<file path="src/rtl/bcd_mod_counter.sv">
// Modulo-N clock stage: counts carry/user edges with hold-to-repeat, preset load,
// one-cycle carry/borrow on wrap, and BCD digit outputs for the display path.
module bcd_mod_counter #(
  parameter int MODULUS       = 60,
  parameter int WIDTH         = 7,
  parameter int RESET_VALUE   = 0,
  parameter int REPEAT_DELAY  = 25_000_000,
  parameter int REPEAT_PERIOD = 5_000_000
) (
  input  logic             clk,
  input  logic             reset,
  input  logic             carry_in,
  input  logic             inc_req,
  input  logic             dec_req,
  input  logic             load,
  input  logic [WIDTH-1:0] load_value,
  output logic [WIDTH-1:0] value,
  output logic [3:0]       tens,
  output logic [3:0]       ones,
  output logic             carry_out,
  output logic             borrow_out
);

  localparam int TIMER_MAX = (REPEAT_DELAY > REPEAT_PERIOD) ? REPEAT_DELAY : REPEAT_PERIOD;
  localparam int TW        = (TIMER_MAX > 1) ? $clog2(TIMER_MAX) : 1;
  localparam int VW        = (WIDTH > 4) ? WIDTH : 4;
  localparam bit REPEAT_EN = (REPEAT_DELAY != 0);
  localparam logic [TW-1:0]    DELAY_LAST  = REPEAT_EN ? TW'(REPEAT_DELAY - 1) : '0;
  localparam logic [TW-1:0]    PERIOD_LAST = TW'(REPEAT_PERIOD - 1);
  localparam logic [WIDTH-1:0] MAX_VAL     = WIDTH'(MODULUS - 1);
  localparam logic [WIDTH-1:0] RST_VAL     = WIDTH'(RESET_VALUE);
  localparam logic [WIDTH:0]   MOD_EXT     = (WIDTH + 1)'(MODULUS);

  typedef enum logic [1:0] {IDLE, DELAY, REPEAT} repState_e;

  repState_e        state_q, state_d;
  logic [TW-1:0]    timer_q, timer_d;
  logic             dirUp_q, dirUp_d;
  logic [WIDTH-1:0] value_q, value_d;
  logic             carry_q, carry_d;
  logic             borrow_q, borrow_d;
  logic             prevCarry_q, prevInc_q, prevDec_q;

  logic carryEdge, incEdge, decEdge;
  logic exitRepeat, repeatDue;
  logic stepUp, stepDown;
  logic [VW-1:0] valueExt;

  assign carryEdge = carry_in & ~prevCarry_q;
  assign incEdge   = inc_req & ~prevInc_q;
  assign decEdge   = dec_req & ~prevDec_q;

  // Repeat is abandoned once the held request drops or the opposite one is pressed.
  assign exitRepeat = dirUp_q ? (~inc_req | dec_req) : (~dec_req | inc_req);

  always_ff @(posedge clk) begin
    if (!reset) begin
      state_q <= IDLE;
      timer_q <= '0;
      dirUp_q <= 1'b1;
    end else begin
      state_q <= state_d;
      timer_q <= timer_d;
      dirUp_q <= dirUp_d;
    end
  end

  always_comb begin
    state_d = state_q;
    timer_d = timer_q;
    dirUp_d = dirUp_q;
    if (load) begin
      state_d = IDLE;
      timer_d = '0;
    end else begin
      case (state_q)
        IDLE: begin
          if (REPEAT_EN && !carryEdge && (incEdge || decEdge)) begin
            state_d = DELAY;
            dirUp_d = incEdge;
            timer_d = '0;
          end
        end
        DELAY: begin
          if (exitRepeat) begin
            state_d = IDLE;
            timer_d = '0;
          end else if (timer_q == DELAY_LAST) begin
            state_d = REPEAT;
            timer_d = '0;
          end else begin
            timer_d = timer_q + TW'(1);
          end
        end
        REPEAT: begin
          if (exitRepeat) begin
            state_d = IDLE;
            timer_d = '0;
          end else if (timer_q == PERIOD_LAST) begin
            timer_d = '0;
          end else begin
            timer_d = timer_q + TW'(1);
          end
        end
        default: begin
          state_d = IDLE;
          timer_d = '0;
        end
      endcase
    end
  end

  always_comb begin
    repeatDue = 1'b0;
    if (!exitRepeat) begin
      if (state_q == DELAY && timer_q == DELAY_LAST) repeatDue = 1'b1;
      if (state_q == REPEAT && timer_q == PERIOD_LAST) repeatDue = 1'b1;
    end
  end

  // Only the highest-priority event acts; anything coinciding with it is dropped.
  always_comb begin
    stepUp   = 1'b0;
    stepDown = 1'b0;
    if (load) begin
      stepUp   = 1'b0;
    end else if (carryEdge || incEdge) begin
      stepUp   = 1'b1;
    end else if (decEdge) begin
      stepDown = 1'b1;
    end else if (repeatDue) begin
      stepUp   = dirUp_q;
      stepDown = ~dirUp_q;
    end
  end

  always_comb begin
    value_d  = value_q;
    carry_d  = 1'b0;
    borrow_d = 1'b0;
    if (load) begin
      value_d = ({1'b0, load_value} >= MOD_EXT) ? MAX_VAL : load_value;
    end else if (stepUp) begin
      if (value_q == MAX_VAL) begin
        value_d = '0;
        carry_d = 1'b1;
      end else begin
        value_d = value_q + WIDTH'(1);
      end
    end else if (stepDown) begin
      if (value_q == '0) begin
        value_d  = MAX_VAL;
        borrow_d = 1'b1;
      end else begin
        value_d = value_q - WIDTH'(1);
      end
    end
  end

  // Edge registers reset high so a request held through reset is not seen as a press.
  always_ff @(posedge clk) begin
    if (!reset) begin
      value_q     <= RST_VAL;
      carry_q     <= 1'b0;
      borrow_q    <= 1'b0;
      prevCarry_q <= 1'b1;
      prevInc_q   <= 1'b1;
      prevDec_q   <= 1'b1;
    end else begin
      value_q     <= value_d;
      carry_q     <= carry_d;
      borrow_q    <= borrow_d;
      prevCarry_q <= carry_in;
      prevInc_q   <= inc_req;
      prevDec_q   <= dec_req;
    end
  end

  assign valueExt   = VW'(value_q);
  assign tens       = 4'(valueExt / VW'(10));
  assign ones       = 4'(valueExt % VW'(10));
  assign value      = value_q;
  assign carry_out  = carry_q;
  assign borrow_out = borrow_q;

endmodule

</file>
<file path="config.mk">
export PLATFORM = sky130hd
export DESIGN_NAME = bcd_mod_counter
export DESIGN_NICKNAME = d
export VERILOG_FILES = /design/src/rtl/bcd_mod_counter.sv
export SDC_FILE = /design/constraint.sdc
export NUM_CORES = 1
export LEC_CHECK = 0
export BUFFER_PORTS_ARGS = -buffer_cell sky130_fd_sc_hd__buf_2
export CORE_ASPECT_RATIO = 1.1
export CORE_UTILIZATION = 53
export CTS_CLUSTER_SIZE = 10
export DETAILED_ROUTE_END_ITERATION = 16
export PLACE_DENSITY_LB_ADDON = 0.05
export SLEW_MARGIN = 20
export SYNTH_ARGS = -nofsm -noshare
export SYNTH_HDL_FRONTEND = slang
export SYNTH_SLANG_ARGS = --single-unit
</file>
<file path="constraint.sdc">
create_clock -name clk -period 1.95 [get_ports clk]
set_clock_uncertainty 0.05 [all_clocks]
set_input_delay 0.195 -clock clk [delete_from_list [all_inputs] [get_ports clk]]
set_output_delay 0.195 -clock clk [all_outputs]
set_load 0.05 [all_outputs]
</file>
-- Word-level counts from Yosys, hierarchy flattened
Index checks and enable logic that the tools add are counted.
- add/subtract/negate cells: 3
- div/mod/pow operators: 2
- order comparisons: 1
- eq/ne operators: 8
- muxes and demuxes: 31
- bitwise logic cells: 15
- reduce and logical (&&, ||, !) cells: 14
- operators with widths (cell ; count):
    25-bit two-way mux ; 5
    25-bit one-hot mux with 3 select lines ; 1
    7-bit two-way mux ; 6
    25-bit by 1-bit adder with 25-bit output (second input constant) ; 1
    25-bit by 23-bit == test with 1-bit output (second input constant) ; 1
    25-bit == test (second input constant) ; 1
    1-bit two-way mux ; 14
    1-bit inverter ; 10
    2-bit two-way mux ; 4
    7-bit by 1-bit adder with 7-bit output (second input constant) ; 1
    7-bit by 4-bit divider with 7-bit output (second input constant) ; 1
    7-bit by 6-bit == test with 1-bit output (second input constant) ; 1
    7-bit by 6-bit >= comparator with 1-bit output (second input constant) ; 1
    7-bit logical NOT ; 1
    7-bit by 4-bit remainder unit with 7-bit output (second input constant) ; 1
    7-bit by 1-bit subtractor with 7-bit output (second input constant) ; 1
    2-bit one-hot mux with 3 select lines ; 1
    3-bit AND reduction ; 2
    2-bit != test (second input constant) ; 2
    4-bit OR reduction ; 1
    1-bit AND ; 3
    1-bit logical AND ; 3
    3-bit != test (second input constant) ; 1
    3-bit nonzero test ; 1
    8 further kinds ; 10
- bits in registers: 40
- input port bits: 13
- word-level logic and storage cells: 83

-- Logic depth before layout (Yosys ltp)
- depth in word-level cells: 12
- mapped depth: 10
- mapped depth without buffers: 9

-- Worst setup path before layout
No wires, ideal clock.
- kind: register -> output
- start point: reg value_q[4] (netlist: value[4])
- end point: out ones[1]
- arrival time: 3.888 ns
- required time: 1.705 ns
- path slack: -2.183 ns
- cell stages (with the launch flop): 10
- buffers on the path: 1
- cells stage by stage: dfxtp_1 > buf_2 > xor2_1 > o32ai_1 > a21oi_1 > and2b_1 > nor2_1 > ha_1 > o21ai_1 > xnor2_1
- word-level cells in the longest chain between the ends: 1
- ends and longest elaborated chain (what ; RTL line ; RTL):
    start: declaration ; 39 ; logic [WIDTH-1:0] value_q, value_d;
    start signal: assignment ; 170 ; value_q <= value_d;
    7-bit by 4-bit remainder unit with 7-bit output ; 181 ; assign ones = 4'(valueExt % VW'(10));
    end: declaration ; 19 ; output logic [3:0] ones,
Every way passes these cells.

-- Worst setup path in the final report
- start point: reg value_q[3] (netlist: value[3])
- end point: out ones[1]
Same word-level chain as after synthesis.

==> metrics.txt <==
outcome=complete, but fails checks; failing checks=negative setup slack; DR vias=around 3100; antenna cells=0; Worst R2R Start=timer_q[1]; vias in the first global route=about 2900; Synth Area in XOR/XNOR=9.37%; Synthesis Warnings=0; CTS Hold Buffers Added=0; WP data required=between 1.5 and 2 ns; clock slew at reported path FFs=0.08 ns; Synth Net Count=around 370; Final Util=90.1%; main combinational cell family by area after synthesis=simple AND/OR/NAND/NOR gates; Die W=around 70 um; R2R setup slack=-0.11 ns; critical path launch point type=register; placed cells=~490; top cells by area, synth=dfxtp_1 30%, nor2_1 7.1%, xor2_1 6.5%; count of pins over their slew limit=0; # port buffers=29; CP Launch Point=value[3]; worst hold path class=input pin to register; multiplexer share of the synthesized area=~1.5%; Layout Cells excl Fill=505; core area=around 0.0048 sq mm; Avg Cell Area, Syn=a little under 8 sq um; EDFF count, synth=0; initial antenna violation count=0; Clock Tree Root=clkbuf_8; cells on worst reg2reg path=9; share of layout cells above drive strength 1=a little over half; PD cells=roughly 700 mW/mm^2; final worst path period need=between 2 and 3 ns; Slew headroom=a little over two thirds; Critical Path End=ones[1]; Vias/cell=around 6; Die Span Y=a little under 80 um; post-DP HPWL=5160 um; Congestion Overflow GR=0; Leak Pwr=1.68 nW; Synth top area share=roughly 30%; DIE AREA=between 0.005 and 0.006 sq mm; met2 WL=5230 um; CP Max Fanout=5; Fin Hold WS=roughly 0.034 ns; Final nets=between 400 and 500; Synth Area in Adders=4.16%; asr flop ratio synth=0%; Max-Cap Viols=0; Finish-stage setup viols=37; Reg-to-Reg End=timer_q[9]; Detail Route Antenna Nets=0; Slowest Stage Delay on Critical Path=roughly 0.37 ns; Yosys cell types=just over 60; simple-gate area share of the yosys netlist=between 30% and 40%; Detailed Route Iter0 Violations=around 360; post-route setup slack=-0.810 ns; number of fill cells in the layout=211; Synth area leader=dfxtp_1; # rows=26; Final Hold Viols=0; Synth Area in Compound Gates=roughly 18%; Max Freq=about 360 MHz; period utilization=142%; Mapped Area=between 0.002 and 0.003 sq mm; detailed-router iteration count before antenna repair=5; M1 WL=roughly 3600 um; clk sinks=40; pin count of the biggest net entering global routing=18; IO Pins=30; Setup crit end kind=primary output; worst skew pair latency=around 0.30 ns; clock tree buffer depth=2; WL per Instance=19.5 um; Initial Util=56.7%; top cell family by delay on the critical path=compound AO/OA/AOI/OAI gates; RSZ-0062 raised after global routing=true; Area Overhead vs Synth=59.0%; first-pass GRT wire length=between 10000 and 15000 um; clock buffer count from CTS=5; Cells after Synth=around 340; total wire length=9840 um; gpl congestion=0.839; Worst Tran Pin Value=0.442 ns; Max VDD drop=about 0.70 mV; Cell Chain, Critical Path=nand3b_1 -> o32ai_2 -> buf_4 -> a21oi_4 -> and2b_2 -> buf_4 -> xnor2_4 -> o21ai_4 -> xnor2_4 -> buf_6; sequential fraction of the synthesis area=29.5%; worst path arrival time=approximately 2.5 ns; Final Instance Area=around 0.0043 sq mm; CP max-delay cell=dfxtp_4; Critical Path Stages=10; Post-synth top flop=dfxtp_1; type of the worst setup path=register to primary output; DR WL met3=between 500 and 600 um; # H-tree levels=2; number of remaining DRC errors=0; Buf/Inv on CP=3; CTS tree=built; Highest Signal Layer=met4; Placed Area=~0.0035 sq mm; Pwr Total=between 0.002 and 0.003 W; #FFs+latches synth=40; GRT Util Overall=~29%
-- cell usage after synthesis, types with 3 or more instances --
cell type and instances:
a211oi_2 3, a21oi_1 12, and2_1 5, and3b_1 3
and4_1 3, buf_2 8, clkbuf_1 5, dfxtp_1 40
ha_1 9, inv_1 14, mux2i_1 3, nand2_1 33
nand2b_1 9, nand3_1 13, nand4_1 9, nor2_1 51
nor2b_1 8, nor3_1 8, nor3b_1 3, o211ai_1 7
o21ai_0 14, o22ai_1 5, xnor2_1 9, xor2_1 20
-- metal layers --
| metal | up-vias | track usage (%) |
|---|---|---|
| li1 | 1415 | - |
| met4 | 0 | 12.0 |
| met5 | - | 0 |
| met1 | 1464 | 34.0 |
| met2 | 157 | 53.2 |
| met3 | 56 | 4.47 |
-- kinds of logic after synthesis --
group,after synthesis
compound gates,64
xor+xnor,29
fa+ha+maj,9
buf+inv,32
flops,40
mux,4
simple gates,165
-- sequential cells by signal, summed over array words and instances (netlist names) --
signal,count
borrow_out,1
dirUp_q,1
prevDec_q,1
prevCarry_q,1
carry_out,1
value,7
state_q,2
timer_q,25
prevInc_q,1
-- layout make-up --
class | instances | area [sq um] | area share [%]
Multi-Input combinational cell | 271 | 2310 | 53.6
Timing Repair Buffer | 115 | 950 | 22.0
Sequential cell | 40 | 838 | 19.4
Clock buffer | 6 | 72.6 | 1.68
Tap cell | 56 | 70.1 | 1.63
Inverter | 15 | 56.3 | 1.31
Clock inverter | 2 | 15.0 | 0.348
-- placed cells by master (no fill, tap or decap), types with 6 or more instances in the layout --
cell type	n
a21oi_2	7
ha_1	7
inv_1	12
nor2_2	11
xnor2_1	6
nand2_1	28
o21ai_0	7
nand2b_1	8
nand3_1	12
buf_2	23
o211ai_1	7
dfxtp_2	15
nand4_1	9
dfxtp_1	20
buf_4	71
buf_6	13
nor2_1	26
xor2_1	17
nor2_4	14
-- per-stage QoR --
| stage | worst slack [ns] | TNS [ns] |
|---|---|---|
| floorplan | -0.658 | -2.19 |
| global placement | -0.391 | -3.00 |
| detailed placement | -0.474 | -4.50 |
| CTS | -0.620 | -4.00 |
| global route | -0.878 | -7.69 |
| finish | -0.810 | -4.62 |
-- power breakdown --
part / internal, W / total [W] / switching, W / leakage, nW
logic: 0.000649 / 0.00150 / 0.000846 / 1.30
registers: 0.000840 / 0.000870 / 0.0000299 / 0.334
clock network: 0.000256 / 0.000581 / 0.000325 / 0.0457
-- timing repair --
item / 4_1_cts / 5_1_grt
gates cloned: 2 / 2
setup endpoints to repair: 37 / 39
buffers inserted: 8 / 3
gates resized for setup: 55 / 97
pin swaps: 29 / 43
-- worst min-delay path by stage --
stage                  start           to  slack (ns)  depth (start not counted)
global placement    carry_in  prevCarry_q        0.35                          2
global route        carry_in  prevCarry_q        0.05                          2
floorplan           carry_in  prevCarry_q        0.25                          1
finish              carry_in  prevCarry_q        0.03                          2
detailed placement  carry_in  prevCarry_q        0.35                          2
CTS                 carry_in  prevCarry_q        0.04                          2
No activity file was read; power rests on OpenSTA's default activity.
